File: config.mk
export PLATFORM = sky130hd
export DESIGN_NAME = ex_bus_arbiter
export DESIGN_NICKNAME = d
export VERILOG_FILES = /design/src/rtl/ex_arb_pkg.sv /design/src/rtl/ex_rr_picker.sv /design/src/rtl/ex_bus_arbiter.sv
export SDC_FILE = /design/constraint.sdc
export NUM_CORES = 1
export LEC_CHECK = 0
export ABC_CLOCK_PERIOD_IN_PS = 4500
export CORE_MARGIN = 2
export CORE_UTILIZATION = 43
export DETAILED_ROUTE_END_ITERATION = 16
export PLACE_DENSITY = 0.88
export RECOVER_POWER = 50
export SLEW_MARGIN = 0
export SYNTH_ARGS = -nofsm -noshare
export SYNTH_HDL_FRONTEND = slang
export SYNTH_SLANG_ARGS = --single-unit
export TNS_END_PERCENT = 1
File: constraint.sdc
create_clock -name clk -period 4.5 [get_ports clk]
set_input_delay 0.675 -clock clk [delete_from_list [all_inputs] [get_ports clk]]
set_output_delay 0.675 -clock clk [all_outputs]
set_load 0.1 [all_outputs]
File: src/rtl/ex_arb_pkg.sv
// Shared types and defaults for the ex bus arbiter: FSM state encoding,
// default parameter values and the grant-id width helper.
package ex_arb_pkg;

  typedef enum logic [1:0] {
    ST_IDLE  = 2'd0,
    ST_BURST = 2'd1,
    ST_GAP   = 2'd2
  } state_t;

  localparam int DEF_NUM_REQ   = 4;
  localparam int DEF_DATA_W    = 8;
  localparam int DEF_MAX_BURST = 4;
  localparam int DEF_GAP_CC    = 0;

  // Width of a requester index; never narrower than one bit.
  function automatic int gid_w(input int n);
    return (n > 1) ? $clog2(n) : 1;
  endfunction

endpackage

File: src/rtl/ex_rr_picker.sv
// Combinational round-robin selector: returns the first valid requester
// found searching upward from last_grant+1, wrapping modulo NUM_REQ.
module ex_rr_picker
  import ex_arb_pkg::*;
#(
  parameter int NUM_REQ = DEF_NUM_REQ,
  parameter int ID_W    = gid_w(NUM_REQ)
) (
  input  logic [NUM_REQ-1:0] valid,
  input  logic [ID_W-1:0]    last_grant,
  output logic               found,
  output logic [ID_W-1:0]    idx
);

  logic [ID_W-1:0] cand;

  always_comb begin
    found = 1'b0;
    idx   = '0;
    cand  = '0;
    for (int i = 1; i <= NUM_REQ; i++) begin
      cand = ID_W'((int'(last_grant) + i) % NUM_REQ);
      if (!found && valid[cand]) begin
        found = 1'b1;
        idx   = cand;
      end
    end
  end

endmodule

File: src/rtl/ex_bus_arbiter.sv
// Round-robin arbiter sharing one registered data/valid bus among NUM_REQ
// valid/ready requesters, with bounded bursts and an optional idle gap.
module ex_bus_arbiter
  import ex_arb_pkg::*;
#(
  parameter int NUM_REQ   = DEF_NUM_REQ,
  parameter int DATA_W    = DEF_DATA_W,
  parameter int MAX_BURST = DEF_MAX_BURST,
  parameter int GAP_CC    = DEF_GAP_CC
) (
  input  logic                      clk,
  input  logic                      rst,
  input  logic [NUM_REQ-1:0]        i_req_valid,
  input  logic [NUM_REQ*DATA_W-1:0] i_req_data,
  output logic [NUM_REQ-1:0]        o_req_ready,
  output logic [DATA_W-1:0]         o_data,
  output logic                      o_valid,
  output logic [gid_w(NUM_REQ)-1:0] o_grant_id,
  output logic                      o_busy
);

  localparam int ID_W = gid_w(NUM_REQ);
  localparam int BC_W = $clog2(MAX_BURST + 1);
  localparam logic [BC_W-1:0] BURST_LAST = BC_W'(MAX_BURST - 1);
  localparam logic [3:0]      GAP_LAST   = 4'(GAP_CC - 1);
  localparam logic [ID_W-1:0] LAST_INIT  = ID_W'(NUM_REQ - 1);

  state_t          state, state_nx;
  logic [ID_W-1:0] grant, grant_nx;
  logic [ID_W-1:0] last_grant, last_grant_nx;
  logic [BC_W-1:0] burst_cnt, burst_cnt_nx;
  logic [3:0]      gap_cnt, gap_cnt_nx;
  logic            burst_end;

  logic            pick_found;
  logic [ID_W-1:0] pick_idx;

  logic              vld_p0;
  logic [DATA_W-1:0] data_p0;
  logic              vld_p1;
  logic [DATA_W-1:0] data_p1;
  logic [ID_W-1:0]   gid_p1;

  ex_rr_picker #(
    .NUM_REQ (NUM_REQ),
    .ID_W    (ID_W)
  ) u_picker (
    .valid      (i_req_valid),
    .last_grant (last_grant),
    .found      (pick_found),
    .idx        (pick_idx)
  );

  // Stage p0: beat accepted from the granted requester this cycle
  assign vld_p0  = (state == ST_BURST) && i_req_valid[grant];
  assign data_p0 = i_req_data[int'(grant)*DATA_W +: DATA_W];

  // Ready is a pure decode of registered state, so valid never loops into ready.
  always_comb begin
    o_req_ready = '0;
    if (state == ST_BURST) begin
      o_req_ready[grant] = 1'b1;
    end
  end

  always_comb begin
    state_nx      = state;
    grant_nx      = grant;
    last_grant_nx = last_grant;
    burst_cnt_nx  = burst_cnt;
    gap_cnt_nx    = gap_cnt;
    burst_end     = 1'b0;
    case (state)
      ST_IDLE: begin
        if (pick_found) begin
          grant_nx     = pick_idx;
          burst_cnt_nx = '0;
          state_nx     = ST_BURST;
        end
      end
      ST_BURST: begin
        if (vld_p0) begin
          burst_cnt_nx = burst_cnt + 1'b1;
          burst_end    = (burst_cnt == BURST_LAST);
        end else begin
          burst_end = 1'b1;
        end
        if (burst_end) begin
          last_grant_nx = grant;
          gap_cnt_nx    = '0;
          state_nx      = (GAP_CC > 0) ? ST_GAP : ST_IDLE;
        end
      end
      ST_GAP: begin
        if (gap_cnt == GAP_LAST) begin
          state_nx = ST_IDLE;
        end else begin
          gap_cnt_nx = gap_cnt + 4'd1;
        end
      end
      default: state_nx = ST_IDLE;
    endcase
  end

  always_ff @(posedge clk) begin
    if (rst) begin
      state      <= ST_IDLE;
      grant      <= '0;
      last_grant <= LAST_INIT;
      burst_cnt  <= '0;
      gap_cnt    <= '0;
    end else begin
      state      <= state_nx;
      grant      <= grant_nx;
      last_grant <= last_grant_nx;
      burst_cnt  <= burst_cnt_nx;
      gap_cnt    <= gap_cnt_nx;
    end
  end

  // Stage p0 -> p1: registered shared bus; data and id hold between beats
  always_ff @(posedge clk) begin
    if (rst) begin
      vld_p1  <= 1'b0;
      data_p1 <= '0;
      gid_p1  <= '0;
    end else begin
      vld_p1 <= vld_p0;
      if (vld_p0) begin
        data_p1 <= data_p0;
        gid_p1  <= grant;
      end
    end
  end

  assign o_valid    = vld_p1;
  assign o_data     = data_p1;
  assign o_grant_id = gid_p1;
  assign o_busy     = (state != ST_IDLE);

endmodule
==> results.yml, run 1 <==
placement:
  final_hpwl_dp_um: 2190
  placed_cells: 184
  place.port_buffers: 53
  place_ws_ns: 1.52
  globalplace.congestion: 0.839
sta:
  timing.fmax_mhz: 306
  tightest_slew_ns: 1.41
  rsz0062_at_grt: "no"
  report.final.setup_viol: 0
  finalHoldViolations: 0
  final.setup.tns_ns: 0
  final_min_period_over_clock_period_pct: 72.7
  fin_worst_skew_ns: 0.00310
  final.setup.worst_slack_ns: 1.23
  min_period_ns: 3.27
  timing.final.max_slew_violations: 0
  worst_relative_slew_slack_pct: 5.92
finish:
  number_of_nets_in_the_layout: 199
  multiInputGateArea_um2: 638
  final_core_utilization_pct: 66.9
  seqCellArea_um2: 380
  number_of_cells_in_the_finished_layout_apart_from_fillers: 188
  nFillCells: 199
  insertedDiodeCount: 0
  layout-area-overhead-vs-synth_pct: 49.4
  drive_above_1_share_pct: 8.86
global_route:
  grt_start_max_net_pins: 22
  grt_pass1_vias: 945
  groute.usage.overall_pct: 19.6
  grt_antenna_before_repair: 0
  grt_pass1_wl_um: 4180
  grt_remaining_overflow: 0
floorplanning:
  effective_utilization_at_floorplan_pct: 44.8
  top_ports: 54
  core_mm2: 0.00243
  die_x_um: 54.3
  die_h_um: 54.3
  rows: 18
  dieArea_mm2: 0.00295
clock_network:
  h-tree-depth: 1
  numCtsBuffers: 3
  post_cts_resize_count: 0
  path_clk_slew_ns: 0.10
  clk_latency_ns: 0.29
  cts_root_buf: "clkbuf_4"
  cts_tree: "built"
  post-cts-setup-buffers: 0
  cts_num_sinks: 19
  post_cts_hold_buffer_count: 0
  clockBufferDepth: 2
setup_path:
  data_required_time_at_the_worst_endpoint_ns: 3.83
  worstPathArrival_ns: 2.60
  cp_max_fo: 18
  critical_path_cell_count: 2
  reg2regPathDepth: 4
  setup.worst_path.start_class: "flip-flop"
  worst_path_dominant_cell_family: "buffers and inverters"
  cell_at_the_slowest_stage_of_the_critical_path: "clkdlybuf4s50_1"
  crit_chain: "and3_1, clkdlybuf4s50_1"
  wp_buf_inv: 1
  critPathMaxStageDelay_ns: 1.14
  critical_path.startpoint: "grant[0]$_SDFFE_PP0P_"
  critical_register_to_register_path_startpoint: "grant[0]$_SDFFE_PP0P_"
  path_class: "reg2out"
  critical_path_end_type: "primary output"
pwr:
  power_frac_seq_pct: 41.0
  pd_cells_mw_per_mm2: 303
  power_frac_comb_pct: 42.2
  switchingPower_mw: 0.189
  p_int_mw: 0.305
  leakage_power_nw: 0.592
  clock_power_share_pct: 16.8
  swShare_pct: 38.2
  vdd_drop_max_uv: 255
drt:
  detail_route.wl_per_cell_um: 14.9
  finalWirelength_um: 2800
  route.antenna.remaining_nets: 0
  drt_drc_violations_left: 0
  drt-pass1-iter-count: 4
  total_number_of_vias: 1040
  drt-initial-drc-count: 23
  drt-vias-per-instance: 5.53
worst_hold_path:
  hp_class: "reg2reg"
  worstHoldStart: "o_data[0]$_SDFFE_PP0P_"
  hold-path-cell-count: 2
synthesis:
  synth_enable_flop_cells: 0
  synthSimpleGateAreaFrac_pct: 16.8
  synth_area_mm2: 0.00109
  xor_xnor_share_of_the_synthesized_area_pct: 0
  yosys_most_used_dff: "dfxtp_1"
  muxShareOfSynthArea_pct: 30.2
  synth-async-reset-ratio_pct: 0
  synth_compound_area_share_pct: 10.8
  synthesis.nets: 148
  synthAdderAreaFrac_pct: 2.30
  synthesis.area_per_instance_um2: 10.1
  yosysSeqAreaShare_pct: 34.9
  yosys.cell_types.count: 31
  dominant_combinational_cell_family_by_area_after_synthesis: "multiplexers"
  ys.warnings.count: 0
  postSynthCellCount: 108
  ys_seq_elements: 19
job:
  maxCapViolCount: 0
status:
  result_of_the_run: "completed"
## worst register-to-register path: stages, from the launching register on
cell and delay [ns]:
dfxtp_1 0.90, mux2i_1 0.22, o2bb2ai_1 1.13, mux2_2 0.44, nor2_1 0.08
## cell usage after synthesis, types with 2 or more instances
cell type	number	area share, %
dfxtp_1	19	35
nor2_1	19	6.5
mux2i_1	10	9.2
mux4_2	9	19
a21oi_1	7	3.2
nand2_1	5	1.7
inv_1	4	1.4
clkbuf_1	3	1.0
nor2b_1	3	1.7
o21ai_0	3	1.4
buf_2	2	0.92
ha_1	2	2.3
nand3_1	2	0.92
nor3_1	2	0.92
o221ai_1	2	1.6
## power by group through the flow
stage	Combinational, mW	Sequential, mW	Clock, mW
6_report	0.209	0.202	0.0830
3_5_place_dp	0.211	0.207	0
4_1_cts	0.212	0.203	0.0869
3_3_place_gp	0.208	0.205	0
2_1_floorplan	0.100	0.253	0
5_1_grt	0.219	0.206	0.0965
## per-stage QoR
| stage | cell area, µm² | power, mW | hold WS (ns) |
|---|---|---|---|
| 5_1_grt | 1630 | 0.521 | 0.545 |
| 3_5_place_dp | 1620 | 0.418 | 0.490 |
| 4_1_cts | 1640 | 0.502 | 0.515 |
| 2_1_floorplan | 1090 | 0.353 | 0.469 |
| 3_3_place_gp | 1620 | 0.413 | 0.472 |
| 6_report | 1630 | 0.494 | 0.504 |
## cells in the final DEF (no fill, tap or decap), types with 2 or more instances in the layout
master and n:
ha_1 2, inv_1 4, nor2_1 19, nand2_1 5, o221ai_1 2, dfxtp_1 19
a21oi_1 7, nor2b_1 3, mux2i_1 10, clkdlybuf4s50_1 49, nand3_1 2, dlygate4sd3_1 4
nor3_1 2, mux4_2 9, clkbuf_4 3, o21ai_0 3
## area by class of cell
type | count | area share, %
multi-input combinational | 78 | 39.2
timing repair buffer | 53 | 32.6
sequential | 19 | 23.4
tap | 30 | 2.31
clock buffer | 4 | 1.61
inverter | 4 | 0.922
## kinds of logic after synthesis
family,count (synthesis)
and+or+nand+nor,38
buffers and inverters,11
adders and majority gates,2
AOI/OAI and AO/OA,17
DFF,19
muxes,21
## registers in the layout (all words and copies together), names as in the netlist
signal	flops
o_grant_id	2
o_data	8
grant	2
o_valid	1
last_grant	2
state	1
burst_cnt	3
## routing by layer
metal  vias to the layer above  routed length [µm]  global-route usage (%)
li1                        491                   -                       -
met2                        59                1230                    33.1
met1                       486                1160                    24.1
met3                         4                 379                    4.37
met5                         -                   0                       0
met4                         0                  29                    7.50
## worst paths after layout
| check | to | slack (ns) |
|---|---|---|
| hold reg to reg | o_data[0]$_SDFFE_PP0P_ | 0.50 |
| setup / recovery | o_req_ready[3] | 1.23 |
| setup reg to reg | burst_cnt[0]$_SDFFE_PP0P_ | 1.68 |
| hold / removal | o_data[0]$_SDFFE_PP0P_ | 0.50 |
No activity file was read; power rests on OpenSTA's default activity.
==> run 2, diff against run 1 <==
ABC_CLOCK_PERIOD_IN_PS = 3300   (was 4500)
CORE_UTILIZATION = 40   (was 43)
PLACE_DENSITY = 0.83   (was 0.88)
clock period = 3.3 ns   (was 4.5 ns; I/O delays follow)
==> run 2 against run 1 <==
  * Clock skew rose by 0.0041 ns
  * Core utilization is 2.7 points lower
  * Total power increased by 37%
  * Register-to-register slack lost 0.88 ns
  * Global-route usage down 1.1 points
  * Routed wire length up 1.9%
  * Flip-flop and latch count stayed put
  * Clock power grew 39%
  * Clock-buffer cell count unchanged
  * Combinational power rose by 38%
  * Largest power group unchanged
  * Highest routed layer unchanged
==> results.yml, run 2 (synthesis gave the netlist of run 1 again) <==
drt:
  detailroute.wirelength.met2_um: 1390
  drt-initial-drc-count: 19
  detail_route.wl_per_cell_um: 15.0
  met1_length_um: 1200
  finalWirelength_um: 2850
  total_number_of_vias: 1029
  met3_wirelength_um: 241
  drt-vias-per-instance: 5.42
  route.antenna.remaining_nets: 0
  drt-pass1-iter-count: 4
  highest-signal-layer: "met4"
  drt_drc_violations_left: 0
floorplanning:
  die_x_um: 56.2
  top_ports: 54
  rows: 18
  die_h_um: 56.2
  effective_utilization_at_floorplan_pct: 43.2
  dieArea_mm2: 0.00316
  core_mm2: 0.00252
global_route:
  grt_pass1_vias: 1009
  grt_pass1_wl_um: 4660
  grt_start_max_net_pins: 22
  grt_antenna_before_repair: 0
  groute.usage.overall_pct: 18.5
  grt_remaining_overflow: 0
clock_network:
  path_clk_slew_ns: 0.10
  clk_latency_ns: 0.29
  clockBufferDepth: 2
  h-tree-depth: 1
  post_cts_hold_buffer_count: 0
  cts_root_buf: "clkbuf_4"
  cts_tree: "built"
  cts_num_sinks: 19
  post-cts-setup-buffers: 0
  post_cts_resize_count: 0
  numCtsBuffers: 3
sta:
  rsz0062_at_grt: "no"
  worst_relative_slew_slack_pct: 23.7
  timing.fmax_mhz: 397
  fin_worst_skew_ns: 0.00724
  final.setup.tns_ns: 0
  final_min_period_over_clock_period_pct: 76.3
  timing.final.max_slew_violations: 0
  finalHoldViolations: 0
  timing.hold.ws_ns: 0.499
  tightest_slew_ns: 1.15
  report.final.setup_viol: 0
  min_period_ns: 2.52
finish:
  drive_above_1_share_pct: 11.3
  layout_commonest_cell: "clkdlybuf4s50_1"
  nFillCells: 220
  mostFrequentLayoutCells: "47 x clkdlybuf4s50_1, 19 x nor2_1, 19 x dfxtp_1"
  layout-area-overhead-vs-synth_pct: 48.6
  insertedDiodeCount: 0
  largest_register_ffs: 8
  number_of_nets_in_the_layout: 201
  fin_area_mm2: 0.00162
setup_path:
  crit_chain: "clkbuf_1, and3_1, buf_4"
  data_required_time_at_the_worst_endpoint_ns: 2.80
  critical_path_end_type: "primary output"
  worstPathArrival_ns: 2.02
  cell_at_the_slowest_stage_of_the_critical_path: "dfxtp_1"
  setup.worst_path.start_class: "flip-flop"
  cp_max_fo: 10
  critPathMaxStageDelay_ns: 0.65
  reg2regPathDepth: 5
  path_class: "reg2out"
placement:
  dpl_cell_area_mm2: 0.00162
  globalplace.congestion: 0.767
  final_hpwl_dp_um: 2280
  place.port_buffers: 53
pwr:
  power_frac_comb_pct: 42.6
  switchingPower_mw: 0.262
  p_int_mw: 0.414
  swShare_pct: 38.7
  pd_cells_mw_per_mm2: 418
  clock_power_share_pct: 17.0
  leakage_power_nw: 0.588
  power_frac_seq_pct: 40.4
  vdd_drop_max_uv: 285
job:
  maxCapViolCount: 0
worst_hold_path:
  hp_class: "reg2reg"
  hold-path-cell-count: 2
status:
  result_of_the_run: "completed"
-- run 2: changes by cell type in the layout (fill, tap and decap cells not counted), sizes merged --
cell | previous run | this run
buf | 0 | 4
clkbuf | 4 | 7
dlygate4sd3 | 4 | 1
clkdlybuf4s50 | 49 | 47
-- run 2: layer usage --
metal | GRT usage, % | vias up
met3 | 4.88 | 4
met2 | 33.1 | 45
met5 | 0 | -
li1 | - | 495
met1 | 22.1 | 485
met4 | 4.08 | 0
-- run 2: final timing paths --
path | startpoint | to | slack [ns]
worst max-delay path | grant[0]$_SDFFE_PP0P_ | o_req_ready[3] | 0.78
worst max register to register | grant[1]$_SDFFE_PP0P_ | burst_cnt[0]$_SDFFE_PP0P_ | 0.80
worst min-delay path | o_grant_id[0]$_SDFFE_PP0P_ | o_grant_id[0]$_SDFFE_PP0P_ | 0.50
worst min register to register | o_grant_id[0]$_SDFFE_PP0P_ | o_grant_id[0]$_SDFFE_PP0P_ | 0.50
-- run 2: final cells by class --
cell class	instances	area, µm²	area share (%)
multi-input cells	78	638	39.4
inverters	4	15.0	0.927
clock buffers	4	26.3	1.62
well taps	30	37.5	2.32
flip-flops and latches	19	380	23.5
repair buffers	55	522	32.2
-- run 2: critical path: cells and delay by family, from the launching register on --
family,cells,cell delay (ns)
flops,1,0.65
simple gates,1,0.25
buf+inv,2,0.81
-- run 2: metrics by stage --
step | power (mW) | instances | util (%) | setup WS [ns]
after floorplan | 0.482 | 108 | - | 0.161
after global placement | 0.567 | 186 | 64.2 | 1.06
after detailed placement | 0.575 | 186 | 64.2 | 0.966
after CTS | 0.687 | 190 | 65.3 | 1.00
after global routing | 0.708 | 190 | 64.2 | 0.613
final | 0.676 | 190 | 64.2 | 0.783
-- run 2: power by group through the flow --
stage	logic [mW]	clock network (mW)	registers [mW]
finish	0.288	0.115	0.273
global route	0.304	0.127	0.277
CTS	0.297	0.116	0.273
detailed placement	0.296	0	0.279
global placement	0.290	0	0.277
floorplan	0.136	0	0.345
==> run 3, diff against run 2 <==
ABC_CLOCK_PERIOD_IN_PS = 2600   (was 3300)
clock period = 2.6 ns   (was 3.3 ns; I/O delays follow)
==> run 3 against run 2 <==
  * Worst hold slack improved by 0.0052 ns
  * Total power increased by 25%
  * Largest cell class unchanged
  * Critical path type is now in2reg
  * Clock power increased by 22%
  * Non-clock buffer count increased by 1
  * Critical endpoint is now burst_cnt[0]$_SDFFE_PP0P_
  * Combinational power increased by 27%
  * First-iteration DRC count decreased by 47%
  * Final cell count increased by 0.53%
==> results.yml, run 3 (synthesis gave the netlist of run 1 again) <==
setup_path:
  critical_path_end_type: "flip-flop"
  worst_path_dominant_cell_family: "buffers and inverters"
  cp_max_fo: 12
  path_class: "in2reg"
  setup.worst_path.start_class: "input port"
  worstPathArrival_ns: 2.43
  data_required_time_at_the_worst_endpoint_ns: 2.81
  crit_chain: "dlygate4sd3_1, mux2_4, o2bb2ai_2, clkbuf_1, mux2_2, nor2_1"
  wp_buf_inv: 2
  cell_at_the_slowest_stage_of_the_critical_path: "dlygate4sd3_1"
  critPathMaxStageDelay_ns: 0.63
global_route:
  grt_antenna_before_repair: 0
  grt_remaining_overflow: 0
  groute.usage.overall_pct: 17.7
  grt_pass1_vias: 1035
  grt_start_max_net_pins: 22
  grt_pass1_wl_um: 4550
clock_network:
  numCtsBuffers: 3
  cts_tree: "built"
  cts_root_buf: "clkbuf_4"
  cts_num_sinks: 19
  post_cts_hold_buffer_count: 0
  h-tree-depth: 1
  path_clk_slew_ns: 0.09
  clockBufferDepth: 2
  post_cts_resize_count: 0
  post-cts-setup-buffers: 0
  clk_latency_ns: 0.28
drt:
  finalWirelength_um: 2810
  drt_drc_violations_left: 0
  detail_route.wl_per_cell_um: 14.7
  route.antenna.remaining_nets: 0
  drt-pass1-iter-count: 4
  total_number_of_vias: 1021
  drt-initial-drc-count: 10
  drt-vias-per-instance: 5.35
sta:
  min_period_ns: 2.22
  finalHoldViolations: 0
  final_min_period_over_clock_period_pct: 85.4
  report.final.setup_viol: 0
  timing.fmax_mhz: 451
  worst_relative_slew_slack_pct: 21.5
  tightest_slew_ns: 1.18
  rsz0062_at_grt: "no"
  fin_worst_skew_ns: 0.00621
  timing.final.max_slew_violations: 0
  final.setup.tns_ns: 0
  final.setup.worst_slack_ns: 0.380
pwr:
  vdd_drop_max_uv: 347
  leakage_power_nw: 0.582
  pd_cells_mw_per_mm2: 530
  finalPower_mw: 0.847
floorplanning:
  effective_utilization_at_floorplan_pct: 43.2
  dieArea_mm2: 0.00316
  die_h_um: 56.2
  die_x_um: 56.2
  rows: 18
  core_mm2: 0.00252
  top_ports: 54
job:
  maxCapViolCount: 0
placement:
  place.port_buffers: 53
  globalplace.congestion: 0.791
  dpl_cell_area_mm2: 0.00163
  place_ws_ns: 0.548
  placed_cells: 187
  final_hpwl_dp_um: 2240
finish:
  number_of_cells_in_the_finished_layout_apart_from_fillers: 191
  number_of_nets_in_the_layout: 202
  drive_above_1_share_pct: 14.3
  seqCellArea_um2: 380
  largest_register_ffs: 8
  nFillCells: 230
  fin_area_mm2: 0.00160
  layout-area-overhead-vs-synth_pct: 46.7
  multiInputGateArea_um2: 651
  insertedDiodeCount: 0
  layout_commonest_cell: "clkdlybuf4s50_1"
  mostFrequentLayoutCells: "36 x clkdlybuf4s50_1, 19 x nor2_1, 19 x dfxtp_1"
worst_hold_path:
  hp_class: "reg2reg"
status:
  result_of_the_run: "completed"
==> run 3: metal layers <==
metal	up-vias	global-route usage (%)	part of all wire, %
li1	497	-	-
met1	477	19.4	42
met2	45	32.8	47
met3	2	5.81	10
met4	0	4.08	0.43
met5	-	0	0
==> run 3: area by class of cell <==
cell class	count	area share, %
well taps	30	2.35
flip-flops and latches	19	23.8
multi-input cells	78	40.7
repair buffers	56	30.6
inverters	4	0.939
clock buffers	4	1.64
==> run 3: stage by stage <==
step,utilization [%],hold slack (ns)
after floorplan,-,0.462
after global placement,64.5,0.479
after detailed placement,64.5,0.489
after CTS,65.6,0.513
after global routing,63.4,0.533
final,63.4,0.505
==> run 3: worst reg2reg max path, cell delays in order (launching register included) <==
cell	delay (ns)
dfxtp_1	0.55
nor2b_1	0.30
o2bb2ai_2	0.14
clkbuf_1	0.62
mux2_2	0.41
nor2_1	0.08
==> run 3: power breakdown <==
part | internal [mW] | leakage [nW] | switching (mW)
clock network | 0.0595 | 0.0150 | 0.0800
registers | 0.315 | 0.155 | 0.0259
logic | 0.145 | 0.411 | 0.222
total | 0.519 | 0.582 | 0.328
==> run 3: worst paths after layout <==
kind | from | end | slack [ns] | cells after the start
worst max register to register | state[0]$_SDFFE_PP0P_ | burst_cnt[0]$_SDFFE_PP0P_ | 0.43 | 5
worst min register to register | o_data[1]$_SDFFE_PP0P_ | o_data[1]$_SDFFE_PP0P_ | 0.50 | 2
worst min-delay path | o_data[1]$_SDFFE_PP0P_ | o_data[1]$_SDFFE_PP0P_ | 0.50 | 2
worst max-delay path | i_req_valid[1] | burst_cnt[0]$_SDFFE_PP0P_ | 0.38 | 6
==> RTL edit 1 (config.mk and constraints of run 3) <==
The 3 states of `state_t` get a one-hot encoding in 3 bits.
--- a/src/rtl/ex_arb_pkg.sv
+++ b/src/rtl/ex_arb_pkg.sv
@@ -4,6 +4,6 @@
 
-  typedef enum logic [1:0] {
-    ST_IDLE  = 2'd0,
-    ST_BURST = 2'd1,
-    ST_GAP   = 2'd2
+  typedef enum logic [2:0] {
+    ST_IDLE  = 3'b001,
+    ST_BURST = 3'b010,
+    ST_GAP   = 3'b100
   } state_t;
Check against the original RTL: same outputs for any inputs over 10 cycles, from zero or initial values and one cycle with rst high; not proved beyond that.
==> RTL edit 1 against run 3 <==
- area after synthesis up 7.2%
- first-iteration DRC count rose to 3.6 times the old value
- sequential cell count up 1
- power down 10%
- design area up 4.5%
- setup slack better by 0.076 ns
- wire length up 2.5%
- utilization down 2.8 points
- critical path type is now register to output pin
==> RTL edit 1: results <==
{
  "synth_nets": 154,
  "synthAdderAreaFrac_pct": 2.141,
  "r2r-start": "grant[0]",
  "synth_cells": 114,
  "grt.total_usage_pct": 18.86,
  "insertion_delay_ns": 0.30,
  "critPathLaunch": "state[1]",
  "holdWs_ns": 0.4871,
  "n_fill_cell": 252,
  "multi_input_area_um2": 688.2,
  "status": "completed",
  "synthMuxAreaShare_pct": 27.94,
  "nMultiInputCombCells": 84,
  "grt_pass1_vias": 1162,
  "synth.top_cells.by_count": "dfxtp_1 (20), nor2_1 (19), mux2i_1 (12), a21oi_1 (6)",
  "leakage_nw": 0.5855,
  "synth.distinct_cells": 33,
  "ir_worst_vdd_uv": 303.4,
  "buf_share_pct": 30.54,
  "inv_count": 3,
  "nets": 207,
  "crit_path_max_incr_delay_ns": 0.87,
  "wl_mm": 2.876,
  "hpwl_mm": 2.254,
  "fin_crit_sh_pct": 82.43
}
==> RTL edit 1: changes by cell type in the layout (fill, tap and decap cells not counted), sizes merged, moves of 2 or more <==
cell,delta
o221ai,-2
nand2,-2
mux2i,+2
a221o,+2
clkbuf,-2
nand2b,+4
==> RTL edit 1: logic make-up (layout without fill, tap and decap cells) <==
kind of cell | Yosys count | count (layout)
flip-flops | 20 | 20
adder cells (fa/ha/maj) | 2 | 2
AO/OA/AOI/OAI | 20 | 20
AND/OR/NAND/NOR | 41 | 41
multiplexers | 21 | 21
buffers and inverters | 10 | 61
==> RTL edit 1: layer usage <==
layer / track usage [%] / wire (um) / part of all wire [%]
met5: 0 / 0 / 0
met1: 20.73 / 1111 / 39
met2: 35.71 / 1504 / 52
met3: 4.688 / 230 / 8.0
met4: 4.983 / 29 / 1.0
==> RTL edit 2 (config.mk and constraints of run 3) <==
Made on the original files. `DEF_NUM_REQ`: 4 -> 8.
--- a/src/rtl/ex_arb_pkg.sv
+++ b/src/rtl/ex_arb_pkg.sv
@@ -10,3 +10,3 @@
 
-  localparam int DEF_NUM_REQ   = 4;
+  localparam int DEF_NUM_REQ   = 8;
   localparam int DEF_DATA_W    = 8;
Ports: changed (resized i_req_data, i_req_valid, o_grant_id and o_req_ready); port bits go from 54 to 95. The function was not compared with the original's and may differ.
==> RTL edit 2 against run 3 <==
- area after synthesis up 110%
- fmax is 12% lower
- sequential cell count increased by 3
- combinational power rose to 8.4 times the old value
- die area rose by 99%
- design area up 120%
- synthesized cell count rose by 110%
- setup slack lost 0.30 ns
- final cell count up 120%
- power grew to 4.5 times the old value
- wire length up 140%
- largest power group unchanged
==> RTL edit 2: results <==
{
  "drive_gt1_share_pct": 28.41,
  "path_delay_family": "multiplexers",
  "drt-met1-wl_mm": 2.629,
  "multi_input_area_share_pct": 48.18,
  "nMultiInputCombCells": 176,
  "gr-usage-met2_pct": 38.98,
  "leakage_nw": 1.354,
  "wl_per_cell_um": 16.36,
  "reg2reg_to": "grant[1]",
  "root_buffer": "clkbuf_8",
  "dpl.cell_count": 412,
  "status": "completed",
  "pg_clk_w": 0.000243,
  "seq_share_pct": 12.44,
  "n_all_buffers": 135,
  "clock_area_share_pct": 1.555,
  "finalClockSkew_ns": 0.001588,
  "gp_congestion": 0.9382,
  "postLayoutCoreUtil_pct": 64.68,
  "crit_path_max_fanout": 5,
  "tap_cells": 72,
  "wl_met3_um": 452,
  "hpwl_mm": 5.606,
  "grt_pass1_wl_mm": 11.09,
  "use_met3_pct": 3.750,
  "via_per_inst": 5.739,
  "cp_slowest_cell": "mux4_2",
  "ys_ff_latch": 22,
  "synthMuxAreaShare_pct": 41.37,
  "holdWs_ns": 0.5037,
  "reg2reg_slack_ns": 0.08,
  "n_fill_cell": 463,
  "r2r-start": "last_grant[1]",
  "synth.top_cells.by_count": "mux4_2 (27), dfxtp_1 (22), nand2_1 (22), nor2_1 (22), mux2i_1 (20)"
}
[RTL edit 2: cell count changes in the layout (fill, tap and decap cells not counted), sizes merged, moves of 4 or more]
cell / run 3 / this run
buf: 6 / 46
clkdlybuf4s50: 36 / 73
mux4: 9 / 30
nand2: 5 / 22
a211oi: 1 / 13
mux2i: 10 / 20
nor3: 2 / 8
o21ai: 3 / 9
nor2: 19 / 24
a31oi: 0 / 4
inv: 4 / 8
[RTL edit 2: worst max path at each step]
stage / startpoint / to / slack (ns) / cells past startpoint
finish: last_grant[1] / grant[1] / 0.08 / 9
global route: last_grant[1] / grant[1] / -0.02 / 9
CTS: last_grant[0] / grant[1] / 0.009 / 9
detailed placement: i_req_valid[7] / grant[0] / -0.21 / 9
global placement: i_req_valid[0] / grant[1] / -0.12 / 8
floorplan: state[0] / o_req_ready[3] / -0.37 / 2
